## config.mk

```make
export PLATFORM = sky130hd
export DESIGN_NAME = load_store_unit
export DESIGN_NICKNAME = d
export VERILOG_FILES = /design/src/rtl/load_store_unit.sv
export SDC_FILE = /design/constraint.sdc
export NUM_CORES = 1
export LEC_CHECK = 0
export ABC_CLOCK_PERIOD_IN_PS = 6800
export CAP_MARGIN = 20
export CORE_UTILIZATION = 51
export DETAILED_ROUTE_END_ITERATION = 7
export PLACE_DENSITY = 0.95
export SYNTH_ARGS = -nofsm -noshare
export SYNTH_HDL_FRONTEND = slang
export SYNTH_SLANG_ARGS = --single-unit
```

## constraint.sdc

```tcl
create_clock -name CLK -period 6.8 [get_ports CLK]
set_input_delay 1.36 -clock CLK [delete_from_list [all_inputs] [get_ports CLK]]
set_output_delay 1.36 -clock CLK [all_outputs]
set_load 0.05 [all_outputs]
```

## src/rtl/load_store_unit.sv

```systemverilog
// Load/store unit: word-wide data-memory initiator with sub-word extract and read-modify-write stores.
// Optional macro LSU_MISALIGN_TRAP_EN: trap misaligned accesses instead of forcing alignment.
module load_store_unit #(
   parameter int ADDR_W = 32,
   parameter int DATA_W = 32
) (
   input  logic              CLK,
   input  logic              RST,
   input  logic              REQ,
   input  logic              WR,
   input  logic [2:0]        FUNCT3,
   input  logic [ADDR_W-1:0] ADDR,
   input  logic [DATA_W-1:0] WDATA,
   output logic              BUSY,
   output logic              DONE,
   output logic              ERR,
   output logic [DATA_W-1:0] RDATA,
   output logic [ADDR_W-1:0] MEM_A,
   output logic [DATA_W-1:0] MEM_WD,
   output logic              MEM_WE,
   input  logic [DATA_W-1:0] MEM_RD
);

   typedef enum logic [1:0] {IDLE, ACCESS, WRITE, RESP} state_t;

   state_t            state, state_nxt;
   logic              wr_q, err_q;
   logic [2:0]        f3_q;
   logic [ADDR_W-1:0] addr_q, addr_in;
   logic [DATA_W-1:0] wdata_q, merge_q;
   logic              illegal, req_err, word_store;

   function automatic logic [DATA_W-1:0] load_extract(input logic [DATA_W-1:0] word,
                                                      input logic [2:0] f3, input logic [1:0] lo);
      logic [DATA_W-1:0] sh;
      logic [7:0]        b;
      logic [15:0]       h;
      sh = word >> {lo, 3'b000};
      b  = sh[7:0];
      h  = lo[1] ? word[31:16] : word[15:0];
      case (f3)
         3'b000:  load_extract = {{24{b[7]}}, b};
         3'b100:  load_extract = {24'h0, b};
         3'b001:  load_extract = {{16{h[15]}}, h};
         3'b101:  load_extract = {16'h0, h};
         default: load_extract = word;
      endcase
   endfunction

   function automatic logic [DATA_W-1:0] merge_store(input logic [DATA_W-1:0] word,
                                                     input logic [DATA_W-1:0] wd,
                                                     input logic [2:0] f3, input logic [1:0] lo);
      logic [DATA_W-1:0] res;
      res = word;
      if (f3[0]) res[{lo[1], 4'b0000} +: 16] = wd[15:0];
      else       res[{lo, 3'b000} +: 8]      = wd[7:0];
      merge_store = res;
   endfunction

   assign illegal = (FUNCT3 == 3'b011) || (FUNCT3[2:1] == 2'b11) || (FUNCT3[2] && WR);

`ifdef LSU_MISALIGN_TRAP_EN
   logic misalign;
   assign misalign = (FUNCT3[1:0] == 2'b01 && ADDR[0]) || (FUNCT3 == 3'b010 && ADDR[1:0] != 2'b00);
   assign req_err  = illegal || misalign;
   assign addr_in  = ADDR;
`else
   // Without the trap, drop the low address bits the access width cannot use.
   assign req_err = illegal;
   always_comb begin
      addr_in = ADDR;
      if (FUNCT3[1:0] == 2'b01) addr_in[0]   = 1'b0;
      if (FUNCT3[1:0] == 2'b10) addr_in[1:0] = 2'b00;
   end
`endif

   assign word_store = wr_q && (f3_q == 3'b010);

   always_ff @(posedge CLK) begin
      if (RST) begin
         state <= IDLE;
         err_q <= 1'b0;
         RDATA <= '0;
      end else begin
         state <= state_nxt;
         if (state == IDLE && REQ) err_q <= req_err;
         if (state == ACCESS && !wr_q) RDATA <= load_extract(MEM_RD, f3_q, addr_q[1:0]);
      end
   end

   always_ff @(posedge CLK) begin
      if (state == IDLE && REQ) begin
         wr_q    <= WR;
         f3_q    <= FUNCT3;
         addr_q  <= addr_in;
         wdata_q <= WDATA;
      end
      if (state == ACCESS) merge_q <= merge_store(MEM_RD, wdata_q, f3_q, addr_q[1:0]);
   end

   always_comb begin
      state_nxt = state;
      case (state)
         IDLE:    if (REQ) state_nxt = req_err ? RESP : ACCESS;
         ACCESS:  state_nxt = (!wr_q || word_store) ? RESP : WRITE;
         WRITE:   state_nxt = RESP;
         default: state_nxt = IDLE;
      endcase
   end

   // RST gates the strobes so an abort never writes or completes on the reset edge.
   always_comb begin
      BUSY   = (state != IDLE);
      DONE   = (state == RESP) && !RST;
      ERR    = (state == RESP) && !RST && err_q;
      MEM_A  = '0;
      MEM_WD = '0;
      MEM_WE = 1'b0;
      case (state)
         ACCESS: begin
            MEM_A = {addr_q[ADDR_W-1:2], 2'b00};
            if (word_store) begin
               MEM_WE = !RST;
               MEM_WD = wdata_q;
            end
         end
         WRITE: begin
            MEM_A  = {addr_q[ADDR_W-1:2], 2'b00};
            MEM_WE = !RST;
            MEM_WD = merge_q;
         end
         default: ;
      endcase
   end

endmodule

```

Yosys cells after proc, flatten, opt, wreduce, memory -nomap -nowiden
Cells that the tools add are included.
{"block": "totals", "output_inout_bits": 100, "latch_bits": 0, "wordCells": 59, "in_bits": 103, "n_memories": 0, "ram_bits": 0, "reg_bits": 135, "rom_bits": 0}
{"block": "classes", "n_div": 0, "add_sub_neg": 2, "n_mul": 0, "n_bitwise": 0, "magnitude_cmp": 0, "reduce_logical": 16, "n_mux": 14, "eq_ne": 12, "n_shift": 5}
{"cell": "$pmux W32 S4", "count": 1}
{"cell": "$mux W32", "count": 3}
{"cell": "$bwmux W32", "count": 2}
{"cell": "$pmux W32 S2", "count": 1}
{"cell": "$shift A16 B7 Y32 const A", "count": 1}
{"cell": "$shift A8 B7 Y32 const A", "count": 1}
{"cell": "$shiftx A16 B7 Y32", "count": 1}
{"cell": "$shiftx A8 B7 Y32", "count": 1}
{"cell": "$shr A32 B5 Y8", "count": 1}
{"cell": "$mux W16", "count": 1}
{"cell": "$neg A5 Y7", "count": 2}
{"cell": "$eq A2 B2 Y1 const B", "count": 4}
{"cell": "$eq A3 B2 Y1 const B", "count": 2}
{"cell": "$eq A3 B3 Y1 const B", "count": 2}
{"cell": "$logic_and A1 B1 Y1", "count": 6}
{"cell": "$pmux W2 S3", "count": 1}
{"cell": "$eq A2 B1 Y1 const B", "count": 2}
{"cell": "$mux W2", "count": 2}
{"cell": "$reduce_or A2 Y1", "count": 2}
{"cell": "$eq A3 B1 Y1 const B", "count": 1}
{"cell": "$logic_not A3 Y1", "count": 1}
{"cell": "$logic_or A1 B1 Y1", "count": 3}
{"cell": "$logic_not A1 Y1", "count": 2}
{"cell": "$logic_not A2 Y1", "count": 1}
{"cell": "other kinds (4)", "count": 5}

Longest topological paths before layout
Gate-level depths: netlist (run 1).
{"block": "depth", "ltp_word": 6, "ltp_mapped": 9, "mapped_depth_nobuf": 6}

Worst setup path after synthesis (run 1)
Ideal clock, no wire load.
{"block": "synth_path", "kind": "register to output", "start": "register state[1]", "end": "output MEM_WE", "path_slack_ns": 2.136, "arrival_time_ns": 3.304, "path_stages_with_launch": 8, "cell_sequence": "dfxtp_1 -> inv_1 -> ha_1 -> and4_1 -> clkbuf_1 -> clkbuf_1 -> nor2_1 -> nor3b_1"}
{"block": "synth_between", "elab_chain_len": 2, "word_cells_on_any_way": 3, "cone_classes": "eq/ne (2); mux (1)"}
{"element": "start: declaration", "line": "26", "source": "state_t state, state_nxt;"}
{"element": "start signal: assignment", "line": "85", "source": "state <= state_nxt;"}
{"element": "$eq A2 B2 Y1 or $eq A2 B1 Y1 (tied branches)", "line": "119", "source": "case (state)"}
{"element": "$pmux W1 S2 (*)", "line": "119"}
{"element": "end: declaration", "line": "20", "source": "output logic MEM_WE,"}
Mark *: on every way between the ends. The rest lies on a longest branch, timed or not.

Worst setup path after layout (run 1)
{"block": "layout_path", "start": "register state[1]", "end": "output MEM_WD[18]"}
{"block": "layout_between", "elab_chain_len": 2, "word_cells_on_any_way": 3, "cone_classes": "eq/ne (2); mux (1)"}
{"element": "$eq A2 B2 Y1 or $eq A2 B1 Y1 (tied branches)", "line": "119"}
{"element": "$pmux W32 S2 (*)", "line": "119"}
{"element": "end: declaration", "line": "19", "source": "output logic [DATA_W-1:0] MEM_WD,"}
Marks and branches as above.

==> impl_metrics.csv, run 1 <==
group,metric,value,unit
status,status,"completed",
timing,finalMaxSlewViolations,0,
grt,track_usage,0.298,
die,num_rows,41,
place,hpwl,12.9,mm
worst_hold_path,min_path_type,"reg -> reg",
worst_setup_path,cp_max_fo,36,
worst_setup_path,critPathCaptureType,"primary output",
clock_network,cts_sinks,135,
yosys,synthArstFlopShare,0,
grt,grt_pass1_vias,5513,
die,start_util,0.522,
yosys,ys_ff_latch,135,
clock_network,post_cts_buffers,0,
worst_setup_path,cpMaxStageDelayCell,"clkdlybuf4s50_1",
grt,antenna_found_initial,0,
yosys,syn_area_per_cell,11.3,um2
worst_setup_path,crit_chain,"inv_1, ha_1, buf_4, and4_1, buf_4, a22oi_1, nor2b_1, clkdlybuf4s50_1",
cells_and_area,fillCellCount,829,
grt,grt_pass1_wl,29.3,mm
place,port_buffers,200,
yosys,syn_inst,579,
clock_network,cts_htree_levels,4,
timing,setup_viol,0,
worst_setup_path,cp-start-kind,"flip-flop",
yosys,yosysUniqueCellTypes,47,
clock_network,clkSlewWorstSetupHoldPaths,0.06,ns
timing,tightest_slew,0.893,ns
yosys,mappedNetlistArea,6560,um2
timing,min_period,4.59,ns
clock_network,cts_resized,0,
job,cap_violations,0,
cells_and_area,diodes,0,
timing,skew,0.00547,ns
worst_setup_path,critical-path-max-stage-delay,0.81,ns
die,die_w,115,um
cells_and_area,synthToLayoutAreaGrowth,40.6,%
timing,period_share,0.675,
cells_and_area,nets,876,
worst_setup_path,cp_num_cells,8,
clock_network,ctsHoldBuffers,0,
worst_setup_path,path_buf_inv,4,
yosys,synth_area_leaders,"edfxtp_1 (46%), dfxtp_1 (11%), nor2b_1 (4.1%)",
cells_and_area,drive_gt1_frac,0.0633,
drt,drt_iter0_markers,503,
cells_and_area,finalInstanceArea,9220,um2
yosys,synth-main-ff-cell,"edfxtp_1",
drt,drt_pass1_iterations,5,
timing,hold_viol,0,
timing,fin_ws,2.21,ns
timing,fin_hold_ws,0.463,ns
clock_network,cts_made_buffers,17,
power_and_ir_drop,p_leak,3.20,nW
clock_network,ctsLongestPathBuffers,2,
drt,route.vias.total,5522,
worst_setup_path,cp.arrival,3.23,ns
drt,wl,19.2,mm
yosys,yosysSeqAreaShare,0.564,
place,placed_area,8650,um2
die,core-area,12600,um2
clock_network,cts-root-buf,"clkbuf_16",
timing,rsz0062_at_grt,"no",
worst_setup_path,path_delay_family,"buffers and inverters",
worst_setup_path,rr_worst_depth,7,
timing,tns,0,ns
drt,drc_errors,0,
die,die_h,115,um
timing,slew-limit-headroom,0.403,
drt,avgViaCountPerCell,5.84,
worst_setup_path,cp_common_cell,"buf_4",
drt,ant_nets,0,
yosys,yosysWarnings,0,
timing,clock.fmax,0.218,GHz
yosys,synth-edff-count,100,
worst_hold_path,whs_path_depth,2,
yosys,synth_top_cell_by_area,"edfxtp_1",
power_and_ir_drop,p_per_area,425,nW/um2
die,die-area,13300,um2
power_and_ir_drop,p_total,3.92,mW
clock_network,clock_latency,0.42,ns
die,io_pins,203,
clock_network,cts_tree,"built",
grt,grt_max_degree,69,
power_and_ir_drop,vdd_drop_max,342,uV
worst_setup_path,worstSetupPathType,"reg -> out",
yosys,synth_top_area_share,0.458,
place,pre_cts_slack,2.37,ns
drt,wl_per_cell,20.3,um
worst_setup_path,crit_required,5.44,ns
grt,overflow,0,
place,gp_congestion,0.860,
-- power by group --
group / total [mW] / switching (mW) / internal [mW]
Clock: 0.911 / 0.339 / 0.572
Combinational: 1.73 / 1.13 / 0.595
Sequential: 1.28 / 0.119 / 1.17
-- area by class of cell --
cell class | count | area (um2) | share of cell area
clock buffer | 22 | 444 | 0.0482
multi-input combinational | 376 | 2570 | 0.278
clock inverter | 10 | 130 | 0.0141
inverter | 21 | 78.8 | 0.00855
tap | 172 | 215 | 0.0233
timing repair buffer | 210 | 2080 | 0.226
sequential | 135 | 3700 | 0.402
-- per-stage QoR --
| stage | cells | utilization |
|---|---|---|
| 4_1_cts | 946 | 0.734 |
| 3_5_place_dp | 914 | 0.688 |
| 2_1_floorplan | 580 | - |
| 5_1_grt | 946 | 0.734 |
| 6_report | 946 | 0.734 |
| 3_3_place_gp | 913 | 0.687 |
-- cells by family (layout without fill, tap and decap cells) --
| group | after synthesis | after routing | synth area share |
|---|---|---|---|
| mux | 29 | 29 | 0.0467 |
| flops | 135 | 135 | 0.564 |
| simple gates | 162 | 162 | 0.135 |
| compound gates | 171 | 171 | 0.185 |
| buf+inv | 69 | 263 | 0.0450 |
| other cells | 1 | 2 | 0.000572 |
| fa+ha+maj | 12 | 12 | 0.0229 |
-- routing by layer --
metal / part of all wire / GRT usage
met5: 0 / 0
met4: 0.040 / 0.165
met3: 0.088 / 0.0879
met2: 0.49 / 0.500
met1: 0.38 / 0.342
-- layout by cell type (no fill, tap or decap), types with 2 or more instances in the layout --
| cell | synthesis | final |
|---|---|---|
| a211oi_1 | 24 | 24 |
| mux2i_1 | 25 | 25 |
| a22o_1 | 8 | 8 |
| o22ai_1 | 6 | 6 |
| nand2b_1 | 3 | 3 |
| or2_1 | 2 | 2 |
| a211o_1 | 3 | 3 |
| mux2_2 | 3 | 3 |
| nor2_1 | 29 | 29 |
| conb_1 | 1 | 2 |
| nor2b_1 | 43 | 43 |
| edfxtp_1 | 100 | 100 |
| a21oi_1 | 39 | 39 |
| inv_1 | 20 | 19 |
| clkbuf_1 | 31 | 5 |
| a221oi_1 | 24 | 24 |
| a22oi_1 | 32 | 32 |
| bufinv_16 | 0 | 3 |
| and2_1 | 32 | 32 |
| nor3_1 | 2 | 2 |
| nand2_1 | 34 | 34 |
| dfxtp_1 | 35 | 35 |
| clkdlybuf4s50_1 | 0 | 200 |
| clkbuf_16 | 0 | 17 |
| and4_1 | 2 | 2 |
| clkinv_2 | 0 | 4 |
| clkinv_1 | 1 | 2 |
| o21ai_0 | 21 | 21 |
| nor3b_1 | 8 | 8 |
| ha_1 | 12 | 12 |
| a221o_1 | 6 | 6 |
| buf_4 | 3 | 9 |
-- worst paths after layout --
| kind | from | slack, ns | endpoint |
|---|---|---|---|
| worst max-delay path | state[1] | 2.21 | MEM_WD[18] |
| worst min-delay path | RDATA[9] | 0.46 | RDATA[9] |
| worst max register to register | addr_q[1] | 3.65 | merge_q[29] |
| worst min register to register | RDATA[9] | 0.46 | RDATA[9] |
-- flip-flops by register name (all words and copies together) (netlist names) --
name / cells
RDATA: 32
addr_q: 32
merge_q: 32
wdata_q: 32
f3_q: 3
state: 2
err_q: 1
wr_q: 1
-- worst min-delay path, cell delays in order, from the launching register on --
cell and delay [ns]:
dfxtp_1 0.31, nand2_1 0.05, a21oi_1 0.05
-- Yosys cell counts (4+ instances only) --
cell type / n
nor2_1: 29
edfxtp_1: 100
nor3b_1: 8
clkbuf_1: 31
ha_1: 12
nand2_1: 34
inv_1: 20
o21ai_0: 21
a221o_1: 6
o22ai_1: 6
a22o_1: 8
a221oi_1: 24
and2_1: 32
a21oi_1: 39
dfxtp_1: 35
a22oi_1: 32
buf_1: 4
nor2b_1: 43
buf_2: 8
mux2i_1: 25
a211oi_1: 24
Note: power is estimated with default switching activity, not from simulation.
==> run 2, diff against run 1 <==
==> config.mk (replaced) <==
export PLATFORM = sky130hd
export DESIGN_NAME = load_store_unit
export DESIGN_NICKNAME = d
export VERILOG_FILES = /design/src/rtl/load_store_unit.sv
export SDC_FILE = /design/constraint.sdc
export NUM_CORES = 1
export LEC_CHECK = 0
export ABC_CLOCK_PERIOD_IN_PS = 3710
export CAP_MARGIN = 20
export CORE_UTILIZATION = 43
export DETAILED_ROUTE_END_ITERATION = 7
export PLACE_DENSITY = 0.89
export SYNTH_ARGS = -nofsm -noshare
export SYNTH_HDL_FRONTEND = slang
export SYNTH_SLANG_ARGS = --single-unit
==> constraint.sdc (replaced) <==
create_clock -name CLK -period 3.71 [get_ports CLK]
set_input_delay 0.742 -clock CLK [delete_from_list [all_inputs] [get_ports CLK]]
set_output_delay 0.742 -clock CLK [all_outputs]
set_load 0.05 [all_outputs]
==> run 2 against run 1 <==
The flow now finishes with violations (design-rule violations). Die area is 18% higher. Power is 82% higher. Core utilization is 8.8 points lower. Worst setup slack worse by 1.5 ns. Clock power is 71% higher. Critical path type unchanged. Critical endpoint is now MEM_WE. Largest cell class unchanged.
==> impl_metrics.csv, run 2 (synthesis results as in run 1) <==
group,metric,value,unit
cells_and_area,finalInstanceArea,9490,um2
timing,hold_viol,0,
die,io_pins,203,
timing,min_period,2.99,ns
cells_and_area,final_cell_mix,"clkdlybuf4s50_1 (135), edfxtp_1 (100), nor2b_1 (43)",
worst_setup_path,cp-start-kind,"flip-flop",
timing,finalMaxSlewViolations,0,
cells_and_area,synthToLayoutAreaGrowth,44.6,%
worst_setup_path,worstSetupPathType,"reg -> out",
worst_setup_path,cp.arrival,2.25,ns
grt,antenna_found_initial,0,
grt,met3_usage,0.0556,
die,num_rows,44,
worst_setup_path,critPathLaunch,"f3_q[2]",
drt,route.vias.total,5496,
grt,use_met2,0.422,
drt,drc_errors,10,
worst_setup_path,r2r_setup_slack,1.06,ns
power_and_ir_drop,p_leak,3.41,nW
clock_network,cts_sinks,135,
worst_setup_path,cp_max_fo,33,
drt,wl,18.8,mm
place,port_buffers,200,
die,start_util,0.446,
timing,setup_viol,0,
worst_setup_path,rr_worst_depth,7,
die,die_w,126,um
timing,rsz0062_at_grt,"no",
die,die-area,15800,um2
place,placed_area,8940,um2
worst_setup_path,r2r_end,"RDATA[5]",
grt,grt_max_degree,69,
timing,clock.fmax,0.334,GHz
clock_network,cts_resized,0,
clock_network,cts_htree_levels,4,
timing,tns,0,ns
die,core-area,14700,um2
job,cap_violations,0,
power_and_ir_drop,p_per_area,752,nW/um2
die,die_h,126,um
clock_network,cts-root-buf,"clkbuf_16",
place,gp_congestion,0.904,
drt,drt_iter0_markers,644,
drt,wl_per_cell,19.6,um
worst_setup_path,critical_path.endpoint,"MEM_WE",
timing,skew,0.00636,ns
grt,track_usage,0.243,
clock_network,ctsHoldBuffers,0,
cells_and_area,fillCellCount,1130,
place,hpwl,12.9,mm
cells_and_area,fin_util,0.646,
drt,drt_pass1_iterations,8,
drt,ant_nets,0,
worst_setup_path,worstReg2RegStart,"state[1]",
clock_network,post_cts_buffers,0,
drt,avgViaCountPerCell,5.73,
status,status,"finished, violations left",
worst_hold_path,min_path_type,"reg -> reg",
worst_setup_path,critPathCaptureType,"primary output",
grt,grt_pass1_wl,29.3,mm
clock_network,ctsLongestPathBuffers,2,
status,violations,"design-rule violations",
grt,grt_pass1_vias,5349,
timing,tightest_slew,0.875,ns
clock_network,clkSlewWorstSetupHoldPaths,0.05,ns
clock_network,clock_latency,0.42,ns
clock_network,cts_made_buffers,17,
power_and_ir_drop,p_total,7.14,mW
cells_and_area,nets,877,
clock_network,cts_tree,"built",
power_and_ir_drop,vdd_drop_max,972,uV
grt,busiest_layer,"met2",
grt,overflow,0,
timing,slew-limit-headroom,0.417,
timing,period_share,0.806,
cells_and_area,final_common_cell,"clkdlybuf4s50_1",
cells_and_area,drive_gt1_frac,0.147,
worst_setup_path,crit_required,2.97,ns
grt,grt_util_met1,0.288,
cells_and_area,diodes,0,
## run 2: worst min path at each step
stage / to / cells past startpoint / slack, ns / startpoint
after floorplan: err_q / 2 / 0.45 / err_q
after global placement: RDATA[2] / 2 / 0.44 / RDATA[2]
after detailed placement: RDATA[3] / 2 / 0.45 / RDATA[3]
after CTS: RDATA[0] / 2 / 0.46 / RDATA[0]
after global routing: RDATA[11] / 2 / 0.50 / RDATA[11]
final: RDATA[4] / 2 / 0.46 / RDATA[4]
## run 2: layout make-up
cell class	count	area, um2	area share
Inverter	21	78.8	0.00831
Clock buffer	30	536	0.0564
Tap cell	184	230	0.0243
Timing Repair Buffer	211	2360	0.249
Clock inverter	2	11.3	0.00119
Multi-Input combinational cell	376	2570	0.271
Sequential cell	135	3700	0.390
## run 2: report_power, final
part	internal (mW)	leakage, nW	switching [mW]
clock network	0.966	0.268	0.595
logic	1.15	1.92	2.07
registers	2.13	1.23	0.223
total	4.25	3.41	2.89
## run 2: critical path, stage by stage (launching register included)
cell,delay (ns)
edfxtp_1,0.45
nor2_1,0.22
and4_1,0.23
buf_4,0.34
nor2_1,0.10
nor3b_2,0.28
buf_12,0.18
## run 2: per-stage QoR
stage                     instances  hold WS, ns  worst slack, ns
after floorplan                 580        0.448           0.0685
after global placement          927        0.437             1.07
after detailed placement        927        0.446             1.06
after CTS                       959        0.464            0.712
after global routing            959        0.499            0.558
final                           959        0.465            0.718
## run 2: metal layers
layer	share of wire	vias to the layer above
li1	-	2535
met4	0.031	0
met2	0.52	277
met3	0.081	56
met5	0	-
met1	0.37	2628
